`src/rtl/parity_check_arbiter_pkg.sv`:
```
// rtl/parity_check_arbiter_pkg.sv - shared constants and FSM encoding for the parity check arbiter
//
// Purpose: state encoding and datapath width used by the arbiter, its
//          interface and its checker.
// Ports:   none (package).
package parity_check_arbiter_pkg;

  localparam int DATA_W = 8;

  typedef enum logic [1:0] {
    IDLE  = 2'd0,
    CHECK = 2'd1,
    RESP  = 2'd2
  } state_t;

endpackage

```
`src/rtl/parity_check_arbiter_if.sv`:
```
// rtl/parity_check_arbiter_if.sv - request/response bundle between requesters, arbiter and consumer
//
// Purpose: groups the N request channels and the single response channel.
// Ports (signals):
//   req_valid/req_ready [N]      per-requester handshake
//   req_data [DATA_W*N]          byte of requester i at [8i+7:8i]
//   req_parity/req_odd [N]       received parity bit and mode (0 even, 1 odd)
//   rsp_valid/rsp_ready          response handshake
//   rsp_id/rsp_data/rsp_error    owner, echoed byte and check result
// Modports: master = requesters + consumer side, slave = arbiter side.
interface parity_check_arbiter_if #(
  parameter int N    = 4,
  parameter int ID_W = $clog2(N)
);
  import parity_check_arbiter_pkg::*;

  logic [N-1:0]        req_valid;
  logic [N-1:0]        req_ready;
  logic [DATA_W*N-1:0] req_data;
  logic [N-1:0]        req_parity;
  logic [N-1:0]        req_odd;
  logic                rsp_valid;
  logic                rsp_ready;
  logic [ID_W-1:0]     rsp_id;
  logic [DATA_W-1:0]   rsp_data;
  logic                rsp_error;

  modport master (
    output req_valid, req_data, req_parity, req_odd, rsp_ready,
    input  req_ready, rsp_valid, rsp_id, rsp_data, rsp_error
  );

  modport slave (
    input  req_valid, req_data, req_parity, req_odd, rsp_ready,
    output req_ready, rsp_valid, rsp_id, rsp_data, rsp_error
  );

endinterface

```
`src/rtl/parity_check_arbiter_checker.sv`:
```
// rtl/parity_check_arbiter_checker.sv - combinational 8-bit parity checker
//
// Purpose: flags a parity mismatch for the selected mode.
// Ports:
//   data       in  [8]  byte under check
//   parity_bit in       received parity bit
//   even_odd   in       0 = even, 1 = odd
//   error      out      1 = mismatch
module parity_checker
  import parity_check_arbiter_pkg::*;
(
  input  logic [DATA_W-1:0] data,
  input  logic              parity_bit,
  input  logic              even_odd,
  output logic              error
);

  // Even: error when XOR(data) != parity. Odd: error when they are equal,
  // which is the even result inverted.
  assign error = (^data) ^ parity_bit ^ even_odd;

endmodule

```
`src/rtl/parity_check_arbiter.sv`:
```
// rtl/parity_check_arbiter.sv - round-robin arbiter sharing one parity checker among N requesters
//
// Purpose: grants one requester at a time, registers its operands, runs the
//          shared checker and returns the result with the requester ID.
// Ports:
//   clk        in        rising-edge clock
//   rst_n      in        asynchronous active-low reset
//   bus        slave     request channels and response channel
//   clr_count  in        synchronous clear of err_count (wins over increment)
//   err_count  out [CNT_W] saturating count of errored responses delivered
module parity_check_arbiter
  import parity_check_arbiter_pkg::*;
#(
  parameter int N     = 4,
  parameter int ID_W  = $clog2(N),
  parameter int CNT_W = 16
) (
  input  logic                  clk,
  input  logic                  rst_n,
  parity_check_arbiter_if.slave bus,
  input  logic                  clr_count,
  output logic [CNT_W-1:0]      err_count
);

  state_t            state_q, state_d;
  logic [ID_W-1:0]   last_grant_q, id_q, rsp_id_q, grant_idx;
  logic              grant_found, accept, rsp_hs;
  logic [DATA_W-1:0] sel_data, op_data_q, rsp_data_q;
  logic              sel_parity, sel_odd, op_parity_q, op_odd_q;
  logic              chk_error, rsp_error_q;
  logic [CNT_W-1:0]  err_count_q;

  // Returns {found, index}. Scanning from the farthest candidate back to the
  // nearest lets the nearest valid requester after last overwrite the result.
  function automatic logic [ID_W:0] rr_pick(input logic [N-1:0] valid,
                                            input logic [ID_W-1:0] last);
    logic [ID_W:0]   res;
    logic [ID_W-1:0] cand;
    res = '0;
    for (int k = N; k >= 1; k--) begin
      cand = ID_W'((int'(last) + k) % N);
      if (valid[cand]) res = {1'b1, cand};
    end
    return res;
  endfunction

  always_comb begin
    {grant_found, grant_idx} = rr_pick(bus.req_valid, last_grant_q);
  end

  always_comb begin
    sel_data   = '0;
    sel_parity = 1'b0;
    sel_odd    = 1'b0;
    for (int i = 0; i < N; i++) begin
      if (ID_W'(i) == grant_idx) begin
        sel_data   = bus.req_data[DATA_W*i +: DATA_W];
        sel_parity = bus.req_parity[i];
        sel_odd    = bus.req_odd[i];
      end
    end
  end

  assign accept = (state_q == IDLE) && grant_found;
  assign rsp_hs = (state_q == RESP) && bus.rsp_ready;

  // FSM state register
  always_ff @(posedge clk or negedge rst_n) begin
    if (!rst_n) state_q <= IDLE;
    else        state_q <= state_d;
  end

  // FSM next state
  always_comb begin
    state_d = state_q;
    case (state_q)
      IDLE:    if (grant_found) state_d = CHECK;
      CHECK:   state_d = RESP;
      RESP:    if (bus.rsp_ready) state_d = IDLE;
      default: state_d = IDLE;
    endcase
  end

  // FSM outputs
  always_comb begin
    bus.req_ready = '0;
    bus.rsp_valid = 1'b0;
    case (state_q)
      IDLE:    if (grant_found) bus.req_ready[grant_idx] = 1'b1;
      RESP:    bus.rsp_valid = 1'b1;
      default: ;
    endcase
  end

  parity_checker u_checker (
    .data       (op_data_q),
    .parity_bit (op_parity_q),
    .even_odd   (op_odd_q),
    .error      (chk_error)
  );

  always_ff @(posedge clk or negedge rst_n) begin
    if (!rst_n) begin
      last_grant_q <= ID_W'(N - 1);
      id_q         <= '0;
      op_data_q    <= '0;
      op_parity_q  <= 1'b0;
      op_odd_q     <= 1'b0;
      rsp_id_q     <= '0;
      rsp_data_q   <= '0;
      rsp_error_q  <= 1'b0;
    end else begin
      if (accept) begin
        op_data_q    <= sel_data;
        op_parity_q  <= sel_parity;
        op_odd_q     <= sel_odd;
        id_q         <= grant_idx;
        last_grant_q <= grant_idx;
      end
      if (state_q == CHECK) begin
        rsp_id_q    <= id_q;
        rsp_data_q  <= op_data_q;
        rsp_error_q <= chk_error;
      end
    end
  end

  always_ff @(posedge clk or negedge rst_n) begin
    if (!rst_n) begin
      err_count_q <= '0;
    end else if (clr_count) begin
      err_count_q <= '0;
    end else if (rsp_hs && rsp_error_q && (err_count_q != {CNT_W{1'b1}})) begin
      err_count_q <= err_count_q + CNT_W'(1);
    end
  end

  assign bus.rsp_id    = rsp_id_q;
  assign bus.rsp_data  = rsp_data_q;
  assign bus.rsp_error = rsp_error_q;
  assign err_count     = err_count_q;

endmodule

```
`src/flat_wrapper.sv`:
```
// flat-port wrapper written by rule: the top's interface ports become plain ports
module parity_check_arbiter_flat import parity_check_arbiter_pkg::*;
#(
  parameter int N     = 4,
  parameter int ID_W  = $clog2(N),
  parameter int CNT_W = 16
)
  (clk, rst_n, clr_count, err_count, bus_req_valid, bus_req_data, bus_req_parity, bus_req_odd, bus_rsp_ready, bus_req_ready, bus_rsp_valid, bus_rsp_id, bus_rsp_data, bus_rsp_error);
  parity_check_arbiter_if #(.N(N), .ID_W(ID_W)) bus_i ();
  input  logic clk;
  input  logic rst_n;
  input  logic clr_count;
  output logic [CNT_W-1:0] err_count;
  input wire logic [$bits(bus_i.req_valid)-1:0] bus_req_valid;
  input wire logic [$bits(bus_i.req_data)-1:0] bus_req_data;
  input wire logic [$bits(bus_i.req_parity)-1:0] bus_req_parity;
  input wire logic [$bits(bus_i.req_odd)-1:0] bus_req_odd;
  input wire logic [$bits(bus_i.rsp_ready)-1:0] bus_rsp_ready;
  output wire logic [$bits(bus_i.req_ready)-1:0] bus_req_ready;
  output wire logic [$bits(bus_i.rsp_valid)-1:0] bus_rsp_valid;
  output wire logic [$bits(bus_i.rsp_id)-1:0] bus_rsp_id;
  output wire logic [$bits(bus_i.rsp_data)-1:0] bus_rsp_data;
  output wire logic [$bits(bus_i.rsp_error)-1:0] bus_rsp_error;
  assign bus_i.req_valid = bus_req_valid;
  assign bus_i.req_data = bus_req_data;
  assign bus_i.req_parity = bus_req_parity;
  assign bus_i.req_odd = bus_req_odd;
  assign bus_i.rsp_ready = bus_rsp_ready;
  assign bus_req_ready = bus_i.req_ready;
  assign bus_rsp_valid = bus_i.rsp_valid;
  assign bus_rsp_id = bus_i.rsp_id;
  assign bus_rsp_data = bus_i.rsp_data;
  assign bus_rsp_error = bus_i.rsp_error;
  parity_check_arbiter #(.N(N), .ID_W(ID_W), .CNT_W(CNT_W)) u_core (.clk(clk), .rst_n(rst_n), .bus(bus_i), .clr_count(clr_count), .err_count(err_count));
endmodule
```
`config.mk`:
```
export PLATFORM = sky130hd
export DESIGN_NAME = parity_check_arbiter_flat
export DESIGN_NICKNAME = d
export VERILOG_FILES = /design/src/rtl/parity_check_arbiter_pkg.sv /design/src/rtl/parity_check_arbiter_if.sv /design/src/rtl/parity_check_arbiter_checker.sv /design/src/rtl/parity_check_arbiter.sv /design/src/flat_wrapper.sv
export SDC_FILE = /design/constraint.sdc
export NUM_CORES = 1
export LEC_CHECK = 0
export CAP_MARGIN = 20
export CORE_AREA = 4 4 82 84
export DETAILED_ROUTE_END_ITERATION = 8
export DIE_AREA = 0 0 86 88
export PLACE_DENSITY = 0.83
export SLEW_MARGIN = 20
export SYNTH_ARGS = -nofsm -noshare
export SYNTH_HDL_FRONTEND = slang
export SYNTH_SLANG_ARGS = --single-unit
```
`constraint.sdc`:
```
create_clock -name clk -period 2 [get_ports clk]
set_input_delay 0.2 -clock clk [delete_from_list [all_inputs] [get_ports clk]]
set_output_delay 0.2 -clock clk [all_outputs]
set_load 0.02 [all_outputs]
```
# After elaboration in Yosys (flattened, before gate mapping)
# Cells that the tools add are included.
[totals]
input_bits = 48
output_inout_bits = 32
register_bits = 43
elab_cells = 75
[classes]
n_addsub = 5
magnitude_cmp = 6
n_mux = 34
bitwise = 2
eq_ne = 8
reduce_logical = 10
[ops]
columns = ["cell", "count"]
rows = [
  ["16-bit 2-to-1 mux", 2],
  ["8-bit 2-to-1 mux", 4],
  ["16-bit by 1-bit adder with 16-bit output (second input constant)", 1],
  ["16-bit inequality test (second input constant)", 1],
  ["2-bit by 3-bit < comparator with 1-bit output (second input constant)", 5],
  ["1-bit 2-to-1 mux", 14],
  ["3-bit 2-to-1 mux", 4],
  ["1-bit binary-select mux with 2-bit select", 4],
  ["4-bit 2-to-1 mux", 2],
  ["8-bit XOR reduction", 1],
  ["2-bit one-hot mux with 3 select lines", 1],
  ["1-bit logical AND", 5],
  ["2-bit by 1-bit adder with 2-bit output (second input constant)", 2],
  ["2-bit adder (second input constant)", 2],
  ["2-bit equality test (first input constant)", 2],
  ["2-bit zero test", 2],
  ["2-bit 2-to-1 mux", 2],
  ["1-bit demux with 2-bit select", 1],
  ["1-bit by 2-bit equality test with 1-bit output (first input constant)", 1],
  ["2-bit by 1-bit equality test with 1-bit output (second input constant)", 1],
  ["2-bit equality test (second input constant)", 1],
  ["2-bit by 1-bit greater-or-equal comparator with 1-bit output (second input constant)", 1],
  ["2-bit by 1-bit inequality test with 1-bit output (second input constant)", 1],
  ["2-bit inequality test (second input constant)", 1],
  ["3 further kinds", 4],
]

# Longest topological paths before layout
[logic_depth]
ltp_word = 13
mapped_depth = 7
mapped_depth_nobuf = 6

# By module
# Synthesis repeated with hierarchy kept, for this count alone.
[hier_totals]
cells_unflattened = 218
area_unflattened_um2 = 2396.0
[by_module_without_submodules]
columns = ["mod", "area_each_um2", "cells_per_inst", "n_inst", "seq_area_each_um2"]
rows = [
  ["parity_check_arbiter", 2304.7, 210, 1, 1078.5],
  ["parity_checker", 91.3, 8, 1, 0.0],
]

# Worst setup path after synthesis
# No wires, ideal clock.
[synth_path]
kind = "register to output"
from = "reg u_core.last_grant_q[0]"
to = "out bus_req_ready[0]"
arrival_ps = 1884
path_stages_with_launch = 7
slack_ps = -84
path_buffers = 2
required_ps = 1800
path_cell_list = "dfstp_2 > nand2b_1 > o21ai_1 > a211o_1 > buf_2 > buf_2 > nor3_1"
[synth_between]
elab_chain_cells = 13
word_cells_on_any_way = 23
cone_classes = "4 x add/sub; 2 x order compare; 16 x mux; 1 x reduce/logical"
[synth_rtl]
columns = ["element", "line_no", "source"]
rows = [
  ["start: declaration", "parity_check_arbiter.sv:26", "logic [ID_W-1:0] last_grant_q, id_q, rsp_id_q, grant_idx;"],
  ["start signal: assignment", "parity_check_arbiter.sv:104", "last_grant_q <= ID_W'(N - 1);"],
  ["start signal: assignment", "parity_check_arbiter.sv:118", "last_grant_q <= grant_idx;"],
  ["2-bit by 1-bit adder with 2-bit output", "parity_check_arbiter.sv:41", "cand = ID_W'((int'(last) + k) % N);"],
  ["1-bit binary-select mux with 2-bit select", "parity_check_arbiter.sv:42", "if (valid[cand]) res = {1'b1, cand};"],
  ["1-bit 2-to-1 mux (implied by the code)", "parity_check_arbiter.sv:42", ""],
  ["3-bit 2-to-1 mux (3 in a row)", "parity_check_arbiter.sv:42", ""],
  ["3-bit 2-to-1 mux (*)", "parity_check_arbiter.sv:42", ""],
  ["2-bit by 3-bit < comparator with 1-bit output (implied by the code) or 2-bit by 1-bit greater-or-equal comparator with 1-bit output (tied branches)", "parity_check_arbiter.sv:89", "IDLE: if (grant_found) bus.req_ready[grant_idx] = 1'b1;"],
  ["1-bit logical AND (implied by the code)", "parity_check_arbiter.sv:89", ""],
  ["1-bit 2-to-1 mux (implied by the code)", "parity_check_arbiter.sv:89", ""],
  ["1-bit demux with 2-bit select", "n/a", ""],
  ["4-bit 2-to-1 mux (*)", "parity_check_arbiter.sv:89", ""],
  ["4-bit 2-to-1 mux (*)", "parity_check_arbiter.sv:88", "case (state_q)"],
  ["end: declaration", "flat_wrapper.sv:19", "output wire logic [$bits(bus_i.req_ready)-1:0] bus_req_ready;"],
]
# Every way passes the cells marked *; elsewhere a longest branch is shown, timed or not. The select of a mux whose other input is x is not followed.

# Final worst setup path
# Same ends and word-level chain as after synthesis.

==> impl_metrics.csv <==
group,metric,value,unit
yosys,synth_top_family_by_area,"simple AND/OR/NAND/NOR gates",
sta,min_period,1.94,ns
yosys,synth-async-reset-ratio,100,%
cells_and_area,antenna_cells,0,
yosys,postSynthAreaPerCell,10.3,µm²
cells_and_area,layout_common_cells,"74 x clkdlybuf4s50_1, 38 x dfrtp_1, 28 x buf_4",
placed_design,dp_cells,404,
pwr,leakage,1.55,nW
placed_design,hpwlAfterDp,4580,µm
yosys,synth_mux_area_share,17.0,%
worst_hold_path,worstHoldPathType,"input pin to async pin",
clock_tree,clock_path_buffers,2,
sta,fin_skew,0.00710,ns
worst_setup_path,arrival,1.74,ns
drt,avgViaCountPerCell,4.91,
worst_setup_path,rrSetupSlack,0.09,ns
worst_setup_path,cp_slowest_cell,"dfstp_2",
cells_and_area,drive_gt1_share,23.3,%
worst_setup_path,crit_path_end,"bus_req_ready[0]",
worst_setup_path,path_delay_family,"flip-flops",
run,cap_violations,0,
floorplanning,die_x,86,µm
worst_setup_path,reg2reg_depth,6,
clock_tree,cts.sinks,43,
sta,slew_headroom,63.1,%
placed_design,gp_congestion,0.757,
floorplanning,dieArea,7570,µm²
drt,ant_nets,0,
yosys,synth-simple-area-share,17.1,%
yosys,syn_area,2450,µm²
yosys,synthAdderAreaFrac,0.510,%
sta,setup_viol,0,
cells_and_area,area_delta_synth_final,47.2,%
worst_setup_path,cp_num_buf_inv,1,
clock_tree,clockRootBuffer,"clkbuf_8",
pwr,power-per-cell-area,1170,nW/µm²
grt,grt_pass1_wl,9270,µm
yosys,netlist_instances,239,
worst_setup_path,crit_cells,5,
yosys,synth_seq_cells,43,
yosys,ys_seq_area_share,43.9,%
floorplanning,ios,80,
yosys,syn_nets,288,
grt,antenna_found_initial,0,
cells_and_area,instances_no_fill,418,
sta,fin_crit_sh,97.0,%
worst_setup_path,cp_cell_sequence,"nand2b_4 > o21ai_2 > a211o_1 > nor3_2 > buf_4",
status,status,"completed",
drt,drt_iter0_markers,42,
floorplanning,die_h,88,µm
yosys,synth_compound_area_share,9.68,%
yosys,synth-edff-count,0,
pwr,ir_drop,0.648,mV
grt,grt.overflow.total,0,
drt,post_drt_wl_per_cell,13.8,µm
floorplanning,fp-row-count,28,
cells_and_area,final_common_cell,"clkdlybuf4s50_1",
worst_setup_path,reg2reg_from,"u_core.last_grant_q[0]",
sta,finalHoldViolations,0,
worst_setup_path,required,1.80,ns
cells_and_area,nets,391,
clock_tree,clk_latency,0.29,ns
drt,post-route-drc-count,0,
worst_setup_path,r2r_end,"u_core.op_data_q[5]",
worst_setup_path,cp_max_fo,6,
clock_tree,tritoncts,"built",
grt,grt_pass1_vias,2091,
clock_tree,clk_pin_slew,0.08,ns
drt,vias,2054,
drt,dr.pass1.iters,4,
grt,grt_max_degree,25,
floorplanning,start_util,41.5,%
sta,tns,0,ns
yosys,yosys_warnings,0,
worst_setup_path,slowest_delay,0.56,ns
placed_design,portBuffers,79,
clock_tree,numCtsBuffers,5,
worst_setup_path,crit_path_end_kind,"primary output",
grt,track_usage,15.5,%
drt,drt-total-wl,5780,µm
worst_setup_path,cp-startpoint,"u_core.last_grant_q[0]",
cells_and_area,nFillCells,496,
clock_tree,htreeDepth,2,
worst_setup_path,start_kind,"flip-flop",
sta,final-max-slew-violation-count,0,
sta,worst_pin_slew,0.553,ns
yosys,synth-main-ff-cell,"dfrtp_1",
yosys,synth-xor-area-share,7.14,%
sta,fmax,515,MHz
placed_design,post-place-ws,-0.359,ns
sta,setup_ws,0.0594,ns
worst_setup_path,crit_type,"flip-flop to primary output",
floorplanning,core_area,5920,µm²
yosys,yosysUniqueCellTypes,40,
## Yosys cell counts, types with 5 or more instances
cell / instances / area (µm²)
nand2_1: 18 / 67.6
mux2i_1: 20 / 200
nand3_1: 7 / 35.0
mux2_2: 18 / 203
xnor2_1: 20 / 175
nand2b_1: 7 / 43.8
nor2_1: 25 / 93.8
o21ai_1: 9 / 45.0
inv_1: 9 / 33.8
dfrtp_1: 41 / 1030
clkbuf_1: 5 / 18.8
nor3_1: 7 / 35.0
## metrics by stage
stage	hold WS, ns	utilization [%]	cell area, µm²	total power, mW
finish	0.416	61.0	3610	4.21
global route	0.474	61.0	3610	4.54
CTS	0.427	59.8	3540	4.17
detailed placement	0.207	58.3	3450	3.63
global placement	0.200	58.3	3450	3.56
floorplan	-0.0956	-	2470	2.83
## power by group
group | switching (mW) | internal (mW) | total (mW) | leakage, nW
logic | 1.05 | 1.26 | 2.31 | 0.966
clock network | 0.290 | 0.244 | 0.534 | 0.0412
registers | 0.197 | 1.17 | 1.37 | 0.540
## registers in the layout, indices dropped and copies added, names as in the netlist
register,flops
u_core.err_count,16
u_core.bus.rsp_data,8
u_core.op_data_q,8
u_core.bus.rsp_id,2
u_core.id_q,2
u_core.last_grant_q,2
u_core.state_q,2
u_core.bus.rsp_error,1
u_core.op_odd_q,1
u_core.op_parity_q,1
## worst register-to-register path: cells and delay by family (launching register included)
family | cells | cell delay [ns]
and+or+nand+nor | 1 | 0.14
buffers and inverters | 1 | 0.21
AOI/OAI and AO/OA | 3 | 0.62
DFF | 1 | 0.56
muxes | 1 | 0.28
## worst min path at each step
stage	from	to	slack (ns)	cells past startpoint
floorplan	rst_n	u_core.bus.rsp_data[0]	-0.1	0
global placement	rst_n	u_core.err_count[11]	0.20	1
detailed placement	rst_n	u_core.err_count[11]	0.21	1
CTS	rst_n	u_core.err_count[11]	0.43	2
global route	rst_n	u_core.err_count[11]	0.47	2
finish	rst_n	u_core.err_count[11]	0.42	2
## per-layer routing
layer / share of wire (%) / GRT usage [%]
met1: 41 / 17.2
met3: 9.0 / 5.46
met4: 1.6 / 4.32
met2: 49 / 28.0
met5: 0 / 0
## area by class of cell
| cell class | instances | area [µm²] | area share [%] |
|---|---|---|---|
| Clock buffer | 6 | 72.6 | 2.01 |
| Clock inverter | 2 | 12.5 | 0.346 |
| Inverter | 9 | 33.8 | 0.935 |
| Multi-Input combinational cell | 173 | 1280 | 35.5 |
| Sequential cell | 43 | 1080 | 30.0 |
| Tap cell | 75 | 93.8 | 2.60 |
| Timing Repair Buffer | 110 | 1040 | 28.7 |
## logic make-up after synthesis
group | Yosys count
compound gates | 31
flops | 43
fa+ha+maj | 1
buf+inv | 23
mux | 39
xor+xnor | 20
simple gates | 82
## what timing repair did
item	in CTS	in global routing
pin swaps	2	3
hold endpoints to repair	20	0
gates resized for setup	17	6
hold buffers	1	0
setup endpoints to repair	12	7
buffers inserted	0	4
cloned	0	1
Power figures use the tool's default switching activity.
